--- config.mk ---
export PLATFORM = sky130hd
export DESIGN_NAME = bus_txn_scheduler
export DESIGN_NICKNAME = d
export VERILOG_FILES = /design/src/rtl/bus_sched_pkg.sv /design/src/rtl/bus_txn_scheduler_rr_arbiter.sv /design/src/rtl/bus_txn_scheduler.sv
export SDC_FILE = /design/constraint.sdc
export NUM_CORES = 1
export LEC_CHECK = 0
export CAP_MARGIN = 20
export CORE_ASPECT_RATIO = 0.7
export CORE_MARGIN = 2
export CORE_UTILIZATION = 39
export CTS_CLUSTER_SIZE = 20
export DETAILED_ROUTE_END_ITERATION = 6
export PLACE_DENSITY = 0.78
export SLEW_MARGIN = 10
export SYNTH_ARGS = -nofsm -noshare
export SYNTH_HDL_FRONTEND = slang
export SYNTH_HIERARCHICAL = 1
export SYNTH_SLANG_ARGS = --single-unit
--- constraint.sdc ---
create_clock -name clk -period 2.7 [get_ports clk]
set_input_delay 0.405 -clock clk [delete_from_list [all_inputs] [get_ports clk]]
set_output_delay 0.405 -clock clk [all_outputs]
set_load 0.02 [all_outputs]
--- src/rtl/bus_sched_pkg.sv ---
// Shared types and helpers for the bus transaction scheduler.
package bus_sched_pkg;

    typedef enum logic [1:0] {
        S_IDLE  = 2'd0,
        S_POP   = 2'd1,
        S_ROUTE = 2'd2,
        S_PUSH  = 2'd3
    } state_e;

    localparam int ID_W      = 8;
    // Widest packet the helper below accepts; callers zero-extend into it.
    localparam int PKT_MAX_W = 64;

    // Destination ID sits in the top ID_W bits of a pkt_w-wide packet.
    function automatic logic [ID_W-1:0] dest_id(input logic [PKT_MAX_W-1:0] pkt,
                                                input int                   pkt_w);
        return pkt[pkt_w-1 -: ID_W];
    endfunction

endpackage

--- src/rtl/bus_txn_scheduler_rr_arbiter.sv ---
// Combinational round-robin arbiter: the search starts one past the last
// device that completed a transfer and wraps around.
module rr_arbiter #(
    parameter int drvrs = 4,
    parameter int IDX_W = 2
) (
    input  logic [drvrs-1:0] req_i,
    input  logic [IDX_W-1:0] last_grant_i,
    output logic [drvrs-1:0] gnt_o,
    output logic [IDX_W-1:0] idx_o
);

    logic [IDX_W-1:0] cand;
    logic             found;

    // Scan requesters in rotating order and take the first one found.
    always_comb begin
        gnt_o = '0;
        idx_o = '0;
        cand  = '0;
        found = 1'b0;
        for (int i = 1; i <= drvrs; i++) begin
            cand = IDX_W'((int'(last_grant_i) + i) % drvrs);
            if (!found && req_i[cand]) begin
                found       = 1'b1;
                gnt_o[cand] = 1'b1;
                idx_o       = cand;
            end
        end
    end

endmodule

--- src/rtl/bus_txn_scheduler.sv ---
// Single-bus packet scheduler: arbitrates among device FIFOs, pops one
// packet, routes it by destination ID (unicast or broadcast) and pushes it
// to the destination FIFOs, stalling on backpressure.
// Optional feature: define BUS_SCHED_STATS_EN to add pkt_cnt/drop_cnt.
module bus_txn_scheduler
    import bus_sched_pkg::*;
#(
    parameter int           bits      = 1,
    parameter int           drvrs     = 4,
    parameter int           pckg_sz   = 16,
    parameter logic [7:0]   broadcast = 8'hFF
) (
    input  logic                            clk,
    input  logic                            reset,
    input  logic [drvrs-1:0]                pndng,
    input  logic [drvrs-1:0][pckg_sz-1:0]   D_pop,
    output logic [drvrs-1:0]                pop,
    input  logic [drvrs-1:0]                full,
    output logic [drvrs-1:0]                push,
    output logic [pckg_sz-1:0]              D_push,
    output logic [drvrs-1:0]                grant,
    output logic                            drop
`ifdef BUS_SCHED_STATS_EN
    ,
    output logic [31:0]                     pkt_cnt,
    output logic [31:0]                     drop_cnt
`endif
);

    localparam int IDX_W = (drvrs > 1) ? $clog2(drvrs) : 1;

    if (bits != 1) begin : g_bits_chk
        $error("bus_txn_scheduler drives exactly one bus");
    end

    state_e             state_q, state_d;
    logic [drvrs-1:0]   gnt_q, gnt_d;
    logic [IDX_W-1:0]   src_q, src_d;
    logic [IDX_W-1:0]   last_q, last_d;
    logic [pckg_sz-1:0] pkt_q, pkt_d;
    logic [drvrs-1:0]   arb_gnt;
    logic [IDX_W-1:0]   arb_idx;
    logic [drvrs-1:0]   route_mask;
    logic [ID_W-1:0]    dst_id;

    rr_arbiter #(
        .drvrs (drvrs),
        .IDX_W (IDX_W)
    ) u_rr_arbiter (
        .req_i        (pndng),
        .last_grant_i (last_q),
        .gnt_o        (arb_gnt),
        .idx_o        (arb_idx)
    );

    // Destination mask of the latched packet; the sender never receives its own packet.
    always_comb begin
        dst_id     = dest_id(PKT_MAX_W'(pkt_q), pckg_sz);
        route_mask = '0;
        if (dst_id == broadcast) begin
            route_mask        = '1;
            route_mask[src_q] = 1'b0;
        end else if ((dst_id < ID_W'(drvrs)) && (dst_id != ID_W'(src_q))) begin
            route_mask[dst_id[IDX_W-1:0]] = 1'b1;
        end
    end

    // Next-state and strobe decode; all strobes come from the current state only.
    always_comb begin
        state_d = state_q;
        gnt_d   = gnt_q;
        src_d   = src_q;
        last_d  = last_q;
        pkt_d   = pkt_q;
        pop     = '0;
        push    = '0;
        D_push  = '0;
        drop    = 1'b0;
        grant   = gnt_q;
        case (state_q)
            S_IDLE: begin
                if (|pndng) begin
                    gnt_d   = arb_gnt;
                    src_d   = arb_idx;
                    state_d = S_POP;
                end
            end
            S_POP: begin
                pop     = gnt_q;
                pkt_d   = D_pop[src_q];
                state_d = S_ROUTE;
            end
            S_ROUTE: begin
                if (route_mask == '0) begin
                    drop    = 1'b1;
                    gnt_d   = '0;
                    state_d = S_IDLE;
                end else if ((route_mask & full) == '0) begin
                    state_d = S_PUSH;
                end
            end
            S_PUSH: begin
                push    = route_mask;
                D_push  = pkt_q;
                last_d  = src_q;
                gnt_d   = '0;
                state_d = S_IDLE;
            end
            default: begin
                gnt_d   = '0;
                state_d = S_IDLE;
            end
        endcase
    end

    // State, grant and latched packet; last_q resets so device 0 wins first.
    always_ff @(posedge clk or negedge reset) begin
        if (!reset) begin
            state_q <= S_IDLE;
            gnt_q   <= '0;
            src_q   <= '0;
            last_q  <= IDX_W'(drvrs - 1);
            pkt_q   <= '0;
        end else begin
            state_q <= state_d;
            gnt_q   <= gnt_d;
            src_q   <= src_d;
            last_q  <= last_d;
            pkt_q   <= pkt_d;
        end
    end

`ifdef BUS_SCHED_STATS_EN
    logic [31:0] pkt_cnt_q, drop_cnt_q;

    // Free-running event counters, wrapping naturally at 2^32.
    always_ff @(posedge clk or negedge reset) begin
        if (!reset) begin
            pkt_cnt_q  <= '0;
            drop_cnt_q <= '0;
        end else begin
            if (state_q == S_PUSH) pkt_cnt_q <= pkt_cnt_q + 32'd1;
            if (drop)              drop_cnt_q <= drop_cnt_q + 32'd1;
        end
    end

    assign pkt_cnt  = pkt_cnt_q;
    assign drop_cnt = drop_cnt_q;
`else
    // Statistics are not built in this configuration.
`endif

endmodule

==> impl_metrics.toml <==
[cells_and_area]
diodes = 0
n_fill_cell = 463
multi_input_area_um2 = 1630
fin_nets = 415
drive_above_1_share_pct = 24.5
area_delta_synth_final_pct = 52.3
ff_latch_area_um2 = 653

[clocking]
cts_buffer_depth = 2
clock_tree.root_cell = "clkbuf_8"
postCtsHoldBufs = 0
clkTransAtPathRegs_ps = 100
tritoncts = "yes"
clock-sinks = 26
htree_levels = 1
cts_buffers = 3
insertion_delay_ps = 280

[detailed_routing]
vias_per_cell = 5.51
top_layer = "met4"
ant_nets = 0
wl_met1_um = 3030
via_count = 2214
dr.first_iter.drc_count = 78
route.met3.wl_um = 346
drc = 0
avgRoutedWirePerCell_um = 16.6
wl_met2_um = 3180
dr.pass1.iters = 4
wirelength_um = 6680

[synthesis]
synth-adder-area-share_pct = 6.80
synth.most_common_cell = "dfrtp_1"
syn_nets = 305
synth_cell_types = 54
synth-xor-area-share_pct = 0.733
synthArstFlopShare_pct = 100
yosysWarnings = 6
synthFlopType = "dfrtp_1"
synth_top_family_by_area = "multiplexers"
synth_edf_count = 0
synth_top_cells_by_count = "dfrtp_1, and2_1, mux2_2"
synth-simple-area-share_pct = 16.3
synthCells = 218
synth-compound-area-share_pct = 15.5
yosys.area.top_type = "dfrtp_1"
synth-seq-cells = 26
synth_top_area_share_pct = 25.1
netlist_top_cells_area = "dfrtp_1, mux4_2, mux2_2"
syn_area_um2 = 2390
ys_seq_area_share_pct = 27.3
muxShareOfSynthArea_pct = 28.1
avgSynthCellArea_um2 = 11.0

[critical_path]
rr_endpoint = "grant[1]"
worst_setup_path_end_kind = "primary output"
r2r_start = "last_q[0]"
path_class = "reg2out"
reg2regPathDepth = 7
cp_data_arrival_time_ps = 2160
critPathBufInv = 1
startpoint_type = "flop"
crit_fanout = 4
crit_path_max_incr_delay_ps = 600
cp_top_family = "simple AND/OR/NAND/NOR gates"
slowest_stage = "or4_4"
crit_chain = "or4_4 -> nor4b_2 -> o221a_1 -> dlygate4sd2_1"
required_ps = 2300
r2r_slack_ps = 150

[floorplan]
fp.dieArea_um2 = 6780
fp.dieW_um = 97.6
coreArea_um2 = 5810
die_height_um = 69.5
io-pin-count = 103
num_rows = 23
start_util_pct = 41.1

[sta]
worst_pin_slew_ps = 468
skew_ps = 12.5
period_minus_slack_ps = 2560
fmax_mhz = 390
tns_ps = 0
maxSlewViolCount = 0
setup_viol = 0
min_period_over_period_pct = 95.0
rsz0062_at_grt = "false"
relSlewSlack_pct = 68.5
hold_viol = 0

[place]
gp_congestion = 0.863
portBuffers = 102
dp_hpwl_um = 5300

[power]
irDropWorstVdd_v = 0.000400
p_leak_nw = 1.48
power.density_nw_per_um2 = 857
power_mw = 3.12

[global_route]
antenna_found_initial = 0
track_usage_pct = 20.5
grt_pass1_vias = 2379
grt_max_degree = 27
grt_pass1_wl_um = 11500
grt.overflow.total = 0

[flow_run]
drv_cap = 0

[min_path]
min-delay-path-class = "in2async"

[status]
status = "finished, final reports clean"
[power breakdown]
part | total, mW | switching [mW] | internal (mW)
Sequential | 0.789 | 0.201 | 0.589
Clock | 0.329 | 0.130 | 0.199
Combinational | 2.00 | 0.919 | 1.08
Total | 3.12 | 1.25 | 1.87
[stage by stage]
stage	std cells	setup slack (ps)	cell area, um2	hold slack (ps)	util [%]
finish	402	135	3640	488	62.6
global route	402	9.20	3640	528	62.6
CTS	401	59.1	3620	504	62.3
detailed placement	397	36.4	3550	491	61.1
global placement	397	88.8	3550	482	61.1
floorplan	218	70.9	2390	109	-
[cells by family (layout without fill, tap and decap cells)]
group | Yosys count | after routing
AO/OA/AOI/OAI | 46 | 46
XOR/XNOR | 2 | 2
adder cells (fa/ha/maj) | 13 | 13
buffers and inverters | 25 | 134
flip-flops | 26 | 26
multiplexers | 42 | 42
AND/OR/NAND/NOR | 64 | 64
[how the worst max path moves through the flow]
stage               from        to  slack (ps)  cells past startpoint
2_1_floorplan  last_q[0]  grant[1]          70                      8
3_3_place_gp    pndng[1]  grant[1]          90                      6
3_5_place_dp    pndng[1]  grant[2]          40                      6
4_1_cts        pkt_q[11]      drop          60                      4
5_1_grt        last_q[0]  grant[2]           9                      8
6_report       pkt_q[11]   push[0]         140                      4
[final cells by class]
cell class	instances	share of cell area, %
Inverter	9	0.928
Clock inverter	1	0.825
Sequential cell	26	17.9
Clock buffer	3	1.13
Multi-Input combinational cell	167	44.7
Tap cell	75	2.58
Timing Repair Buffer	121	31.9
[what timing repair did]
action                     in CTS  in global routing
setup endpoints to repair       4                  4
resized for setup               6                  2
setup buffers                   0                  1
[metal layers]
metal | global-route usage (%) | vias up
met5 | 0 | -
met4 | 3.70 | 0
met3 | 3.93 | 12
met2 | 36.1 | 76
met1 | 26.7 | 1083
li1 | - | 1043
[cells in the final DEF, fill, tap and decap left out, drive strengths merged, types with 2 or more instances in the layout]
cell,instances
and2b,2
dlygate4sd2,4
nand2,13
o41ai,2
o31a,2
nand4,3
or4b,3
o21ai,16
o211ai,2
nor3,2
and2,21
and3b,2
nor4b,2
a2111oi,2
buf,19
mux2,21
nor3b,2
a21oi,4
a221o,4
a31oi,3
a22oi,2
inv,8
mux4,18
clkdlybuf4s50,97
mux2i,3
dfstp,2
xnor2,2
ha,13
clkbuf,3
nor2,10
dfrtp,24
[worst reg2reg max path, delay by kind of cell, from the launching register on]
family          cells  cell delay [ps]
compound gates      3              420
fa+ha+maj           1              340
buf+inv             1              120
flops               1              620
mux                 1              390
simple gates        1              590
[sequential cells by signal, indices dropped and copies added (netlist names)]
name     cells
pkt_q       16
grant        4
last_q       2
src_q        2
state_q      2
No activity file was read; power rests on OpenSTA's default activity.
